**src/rtl/alu_pkg.sv**
```systemverilog
// Shared definitions for the pipelined ALU: opcodes, flag bit positions and
// the output-register FSM state type.
package alu_pkg;

    // Opcodes carried on sel
    localparam logic [2:0] OP_NOT = 3'b000;
    localparam logic [2:0] OP_AND = 3'b001;
    localparam logic [2:0] OP_XOR = 3'b010;
    localparam logic [2:0] OP_OR  = 3'b011;
    localparam logic [2:0] OP_DEC = 3'b100;
    localparam logic [2:0] OP_ADD = 3'b101;
    localparam logic [2:0] OP_SUB = 3'b110;
    localparam logic [2:0] OP_INC = 3'b111;

    // Bit positions inside the 4-bit flags word {N,Z,C,V}
    localparam int FLAG_N = 3;
    localparam int FLAG_Z = 2;
    localparam int FLAG_C = 1;
    localparam int FLAG_V = 0;

    // Output register occupancy
    typedef enum logic {
        EMPTY = 1'b0,
        FULL  = 1'b1
    } pipe_state_t;

endpackage

```
**src/rtl/alu_core.sv**
```systemverilog
// Combinational ALU datapath: sel, a, b -> result and {N,Z,C,V}.
// Flag logic exists only when ALU_PIPE_FLAGS_EN is defined; otherwise flags
// are tied to zero.
module alu_core
    import alu_pkg::*;
#(
    parameter int WIDTH = 32
) (
    input  logic [2:0]       sel,
    input  logic [WIDTH-1:0] a,
    input  logic [WIDTH-1:0] b,
    output logic [WIDTH-1:0] result,
    output logic [3:0]       flags
);

    // All arithmetic ops share one adder: a + opb + cin.
    // sub uses ~b+1, dec adds all-ones, inc adds zero with carry-in.
    logic [WIDTH-1:0] opb;
    logic             cin;
    logic [WIDTH:0]   sum;

    // Select the second adder operand and carry-in from the opcode
    always_comb begin
        opb = '0;
        cin = 1'b0;
        case (sel)
            OP_ADD: begin opb = b;        cin = 1'b0; end
            OP_SUB: begin opb = ~b;       cin = 1'b1; end
            OP_DEC: begin opb = '1;       cin = 1'b0; end
            OP_INC: begin opb = '0;       cin = 1'b1; end
            default: begin opb = '0;      cin = 1'b0; end
        endcase
    end

    assign sum = {1'b0, a} + {1'b0, opb} + {{WIDTH{1'b0}}, cin};

    // Pick the logic result or the adder result
    always_comb begin
        result = '0;
        case (sel)
            OP_NOT:  result = ~a;
            OP_AND:  result = a & b;
            OP_XOR:  result = a ^ b;
            OP_OR:   result = a | b;
            default: result = sum[WIDTH-1:0];
        endcase
    end

`ifdef ALU_PIPE_FLAGS_EN
    logic is_arith;
    logic is_borrow_op;

    assign is_arith     = sel[2];
    assign is_borrow_op = (sel == OP_SUB) || (sel == OP_DEC);

    // N/Z from the result; C/V from the shared adder, zero for logic ops.
    // Subtract-style ops report borrow, which is the inverted adder carry.
    always_comb begin
        flags         = 4'b0000;
        flags[FLAG_N] = result[WIDTH-1];
        flags[FLAG_Z] = (result == '0);
        if (is_arith) begin
            flags[FLAG_C] = is_borrow_op ? ~sum[WIDTH] : sum[WIDTH];
            flags[FLAG_V] = (a[WIDTH-1] == opb[WIDTH-1]) &&
                            (result[WIDTH-1] != a[WIDTH-1]);
        end
    end
`else
    logic unused_carry;
    assign unused_carry = sum[WIDTH];
    assign flags        = 4'b0000;
`endif

endmodule

```
**src/rtl/alu_pipe.sv**
```systemverilog
// Single-stage pipelined ALU with valid/ready handshake on both sides.
// Optional flag generation is enabled with the ALU_PIPE_FLAGS_EN macro.
//
// Handshake: a transfer happens on a rising edge where valid && ready.
// in_ready = !out_valid || out_ready, so a held result that is being
// delivered can be replaced by a new one in the same cycle (no bubble).
// While out_valid && !out_ready, out/flags stay frozen and inputs are ignored.
module alu_pipe
    import alu_pkg::*;
#(
    parameter int WIDTH = 32
) (
    input  logic             clk,
    input  logic             rst,
    input  logic             in_valid,
    output logic             in_ready,
    input  logic [2:0]       sel,
    input  logic [WIDTH-1:0] a,
    input  logic [WIDTH-1:0] b,
    output logic             out_valid,
    input  logic             out_ready,
    output logic [WIDTH-1:0] out,
    output logic [3:0]       flags,
    output pipe_state_t      state
);

    logic [WIDTH-1:0] core_result;
    logic [3:0]       core_flags;
    logic             accept;

    alu_core #(
        .WIDTH (WIDTH)
    ) u_core (
        .sel    (sel),
        .a      (a),
        .b      (b),
        .result (core_result),
        .flags  (core_flags)
    );

    assign in_ready  = (state == EMPTY) || out_ready;
    assign accept    = in_valid && in_ready;
    assign out_valid = (state == FULL);

    // Occupancy FSM and result registers; reset discards any held result
    always_ff @(posedge clk) begin
        if (rst) begin
            state <= EMPTY;
            out   <= '0;
            flags <= 4'b0000;
        end else begin
            case (state)
                EMPTY: begin
                    if (accept) begin
                        state <= FULL;
                        out   <= core_result;
                        flags <= core_flags;
                    end
                end
                FULL: begin
                    if (accept) begin
                        out   <= core_result;
                        flags <= core_flags;
                    end else if (out_ready) begin
                        state <= EMPTY;
                    end
                end
                default: state <= EMPTY;
            endcase
        end
    end

endmodule

```
**config.mk**
```make
export PLATFORM = sky130hd
export DESIGN_NAME = alu_pipe
export DESIGN_NICKNAME = d
export VERILOG_FILES = /design/src/rtl/alu_pkg.sv /design/src/rtl/alu_core.sv /design/src/rtl/alu_pipe.sv
export SDC_FILE = /design/constraint.sdc
export NUM_CORES = 1
export LEC_CHECK = 0
export BUFFER_PORTS_ARGS = -buffer_cell sky130_fd_sc_hd__buf_2
export CAP_MARGIN = 10
export CORE_ASPECT_RATIO = 1.75
export CORE_MARGIN = 3
export CORE_UTILIZATION = 30
export DETAILED_ROUTE_END_ITERATION = 6
export PLACE_DENSITY_LB_ADDON = 0.1
export SKIP_CTS_REPAIR_TIMING = 1
export SYNTH_ARGS = -nofsm -noshare
export SYNTH_HDL_FRONTEND = slang
export SYNTH_SLANG_ARGS = --single-unit
```
**constraint.sdc**
```tcl
create_clock -name clk -period 6 [get_ports clk]
set_clock_uncertainty 0.2 [all_clocks]
set_input_delay 0.3 -clock clk [delete_from_list [all_inputs] [get_ports clk]]
set_output_delay 0.3 -clock clk [all_outputs]
set_load 0.005 [all_outputs]
```
==> summary by stage <==
Timing
The slack of the critical path is 2180 ps. Setup total negative slack on the finished layout was measured at 0 ps. The worst relative slew slack is 46.4%. Setup repair after global routing left no endpoint under its margin. The worst path uses a little under two thirds of the clock period. The final number of max-transition violations is 0. The clock period could shrink to 3820 ps. The upper clock frequency limit is 262 MHz. For the pin with the worst max-slew slack, the measured transition is 803 ps. The hold violation total from the final report was 0. Setup violations remaining at the end of the flow were counted as 0.

Layout
After filler insertion, the fill cell instance count of the layout stands at approximately 2100. The multi-input gate area in the final layout is 4540 µm². The finished layout holds roughly 1100 standard cells, fillers aside. The fraction of layout cells with a size suffix above 1 is 16.1%. The final design instance area without fill is 6560 µm².

Across the whole layout, storage elements account for 661 µm². The number of antenna repair diodes is 0. From synthesis to final layout, the design area changed by 14.5%. The post-layout net count is 1021.

Worst setup path
Along the worst path, the maximum fanout reaches between 40 and 50. The worst setup path is launched from an input port. The worst setup path is captured at a flop. The critical path is of the input port to flop type.

The endpoint required time on the critical path is 5980 ps. The worst path arrival time is 3800 ps.

Floorplan
The count of pins on the block boundary is 110. The initial core utilization is 30.7%. The area of the core is 18700 µm². Measured along the x axis, the die boundary spans 110 µm. The floorplan step defined a die boundary enclosing 20900 µm². The floorplan step set the die height to 189 µm. The floorplan has 66 rows.

Synthesis
By count the netlist is led by ha_1, inv_1, nor2_1. The share of synthesized area in the top cell type comes to 20.5%. The number of synthesized flops with an enable pin is 0. The most instantiated library cell after synthesis is ha_1.

Of the synthesized area, sequential elements account for around 12%. For this run, asynchronously set or reset flops after synthesis account for 0%. The per-instance average area after synthesis is 7.25 µm². The number of register bits inferred by synthesis is 33. Synthesis instantiated just over 60 different standard cells from the library. Sorting the synthesized cells by area gives the leading types as ha_1, dfxtp_1, a211oi_1. The netlist area before placement is 5730 µm². For this run, the leading register cell type out of synthesis is dfxtp_1.

The synthesized design spends more area on one cell type than any other, namely ha_1. After technology mapping, the gate count stands at 790. For this run, the number of Yosys warnings is 0.

Route
The post-route met1 wirelength is 7380 µm. The final layout contains routed wiring with a total length of between 15000 and 20000 µm. In this run the remaining antenna-violating nets after routing total 0. Using the TritonRoute via totals, the vias-per-cell ratio works out to 5.15. In the routed design, unresolved DRC markers number 0.

Summing over every cut layer, the via total after detailed routing is 5628. The number of detailed-routing iterations run before antenna repair is 6. The highest layer touched by signal routing is met4. After detailed routing, the average wire length per cell comes to 16.3 µm. Detailed routing placed a total of about 510 µm of wire on met3.

The violation count after the first detailed-routing iteration is 177. Summed over all nets, wire length on met2 after detailed routing comes to 9680 µm.

Global route
The first global-routing pass estimated between 20000 and 30000 µm of wire. The initial antenna violation count is 0. The number of global-route vias before repair was 5636. The largest net degree at the start of global routing is 55.

The global-route congestion overflow total is 0. For this run, the total global-route usage over all layers was measured as approximately 17%.

Run
The max-cap check violation count is 0.

Place
The post-detailed-placement cell area is 6400 µm². OpenSTA, run right after detailed placement, puts the worst setup slack at 1860 ps. The placed wire-length estimate after detailed placement is 13900 µm. The count of buffers inserted at the top-level ports is 105. The cell total after placement is 1085. At the end of routability-driven placement, the weighted congestion stood at 0.794.

Clock tree
CTS placed an instance of clkbuf_16 at the clock tree root. The clock net in this run drives a total of 33 sinks. The clock network latency to the later pin of the worst-skew pair is 290 ps.

The clock passes through at most 2 buffers. The register clock-pin slew on the reported worst setup and hold paths is around 60 ps. The number of clock buffers added by TritonCTS is 5. The TritonCTS clock tree is yes. The clock tree synthesis step divided the H-tree into 2 levels.

Power and ir drop
VDD sags by at most between 0.1 and 0.15 mV. Overall power consumption after layout is estimated at slightly above 1000 µW. The power density of the placed cells is 157 nW/µm². The clock network burns 28.8% of the power. In this run the power spent charging and discharging nets is 411 µW.

The register share of total power is 24.6%. The share of total power consumed by net switching is roughly two fifths. The combinational power share is between 40% and 50%. The internal power consumption is 616 µW. The static leakage is 0.00325 µW.

Min path
The tightest min-delay check is of the input port to flop type.

Run status
The flow ran to the end, and the final reports show no timing, DRC or antenna violations.
-- critical path, cell delays in order --
cell and delay (ps):
buf_2 580, buf_4 360, and2_1 160, ha_1 280, a21o_1 250, a31o_1 240, a2111o_1 420, or3_4 350
a31oi_4 210, o21ai_1 110, xnor2_1 140, a2111oi_1 370
-- power by group through the flow --
| stage | registers [µW] | logic (µW) | clock network (µW) |
|---|---|---|---|
| 2_1_floorplan | 258 | 328 | 0 |
| 3_3_place_gp | 258 | 486 | 0 |
| 3_5_place_dp | 258 | 483 | 0 |
| 4_1_cts | 253 | 486 | 307 |
| 5_1_grt | 255 | 544 | 311 |
| 6_report | 253 | 479 | 296 |
-- cell families after synthesis --
| kind of cell | Yosys count | share of synthesized area [%] |
|---|---|---|
| buf+inv | 138 | 9.37 |
| flops | 33 | 11.5 |
| fa+ha+maj | 96 | 21.2 |
| mux | 40 | 8.08 |
| compound gates | 226 | 26.5 |
| xor+xnor | 25 | 3.82 |
| simple gates | 231 | 19.4 |
| other cells | 1 | 0.0655 |
-- layout by cell type (no fill, tap or decap), drive strengths merged, types with 7 or more instances in the layout --
cell type  count
buf          114
ha            94
inv           78
nor2          70
a21oi         62
nand2         58
a211oi        51
o21ai         44
mux2i         35
and2          33
dfxtp         33
nor3          28
xnor2         18
a21o          17
o211ai        11
xor2           7
clkbuf         7
-- per-stage QoR --
step,hold slack (ps),util [%]
floorplan,229,-
global placement,243,34.3
detailed placement,244,34.3
CTS,85.6,35.1
global route,100,35.1
finish,83.5,35.1
-- layout make-up --
type	count	share of cell area, %
Tap cell	238	4.54
Clock buffer	7	2.33
Inverter	78	4.46
Timing Repair Buffer	114	9.27
Multi-Input combinational cell	622	69.2
Clock inverter	1	0.0763
Sequential cell	33	10.1
-- worst paths after layout --
check,start,end,slack [ps],depth (start not counted)
max,sel[2],out[27],2180,12
min,in_valid,out_valid,80,3
max reg2reg,out_valid,out[28],3630,6
min reg2reg,out[4],out[4],260,2
-- layer usage --
layer  GRT usage (%)  vias to the layer above
li1                -                     2913
met1            19.7                     2614
met2            32.9                       87
met3            2.09                       14
met4            3.70                        0
met5               0                        -
-- flip-flops by register name, summed over array words and instances, names as in the netlist --
signal / count
out: 32
out_valid: 1
Power figures use the tool's default switching activity.
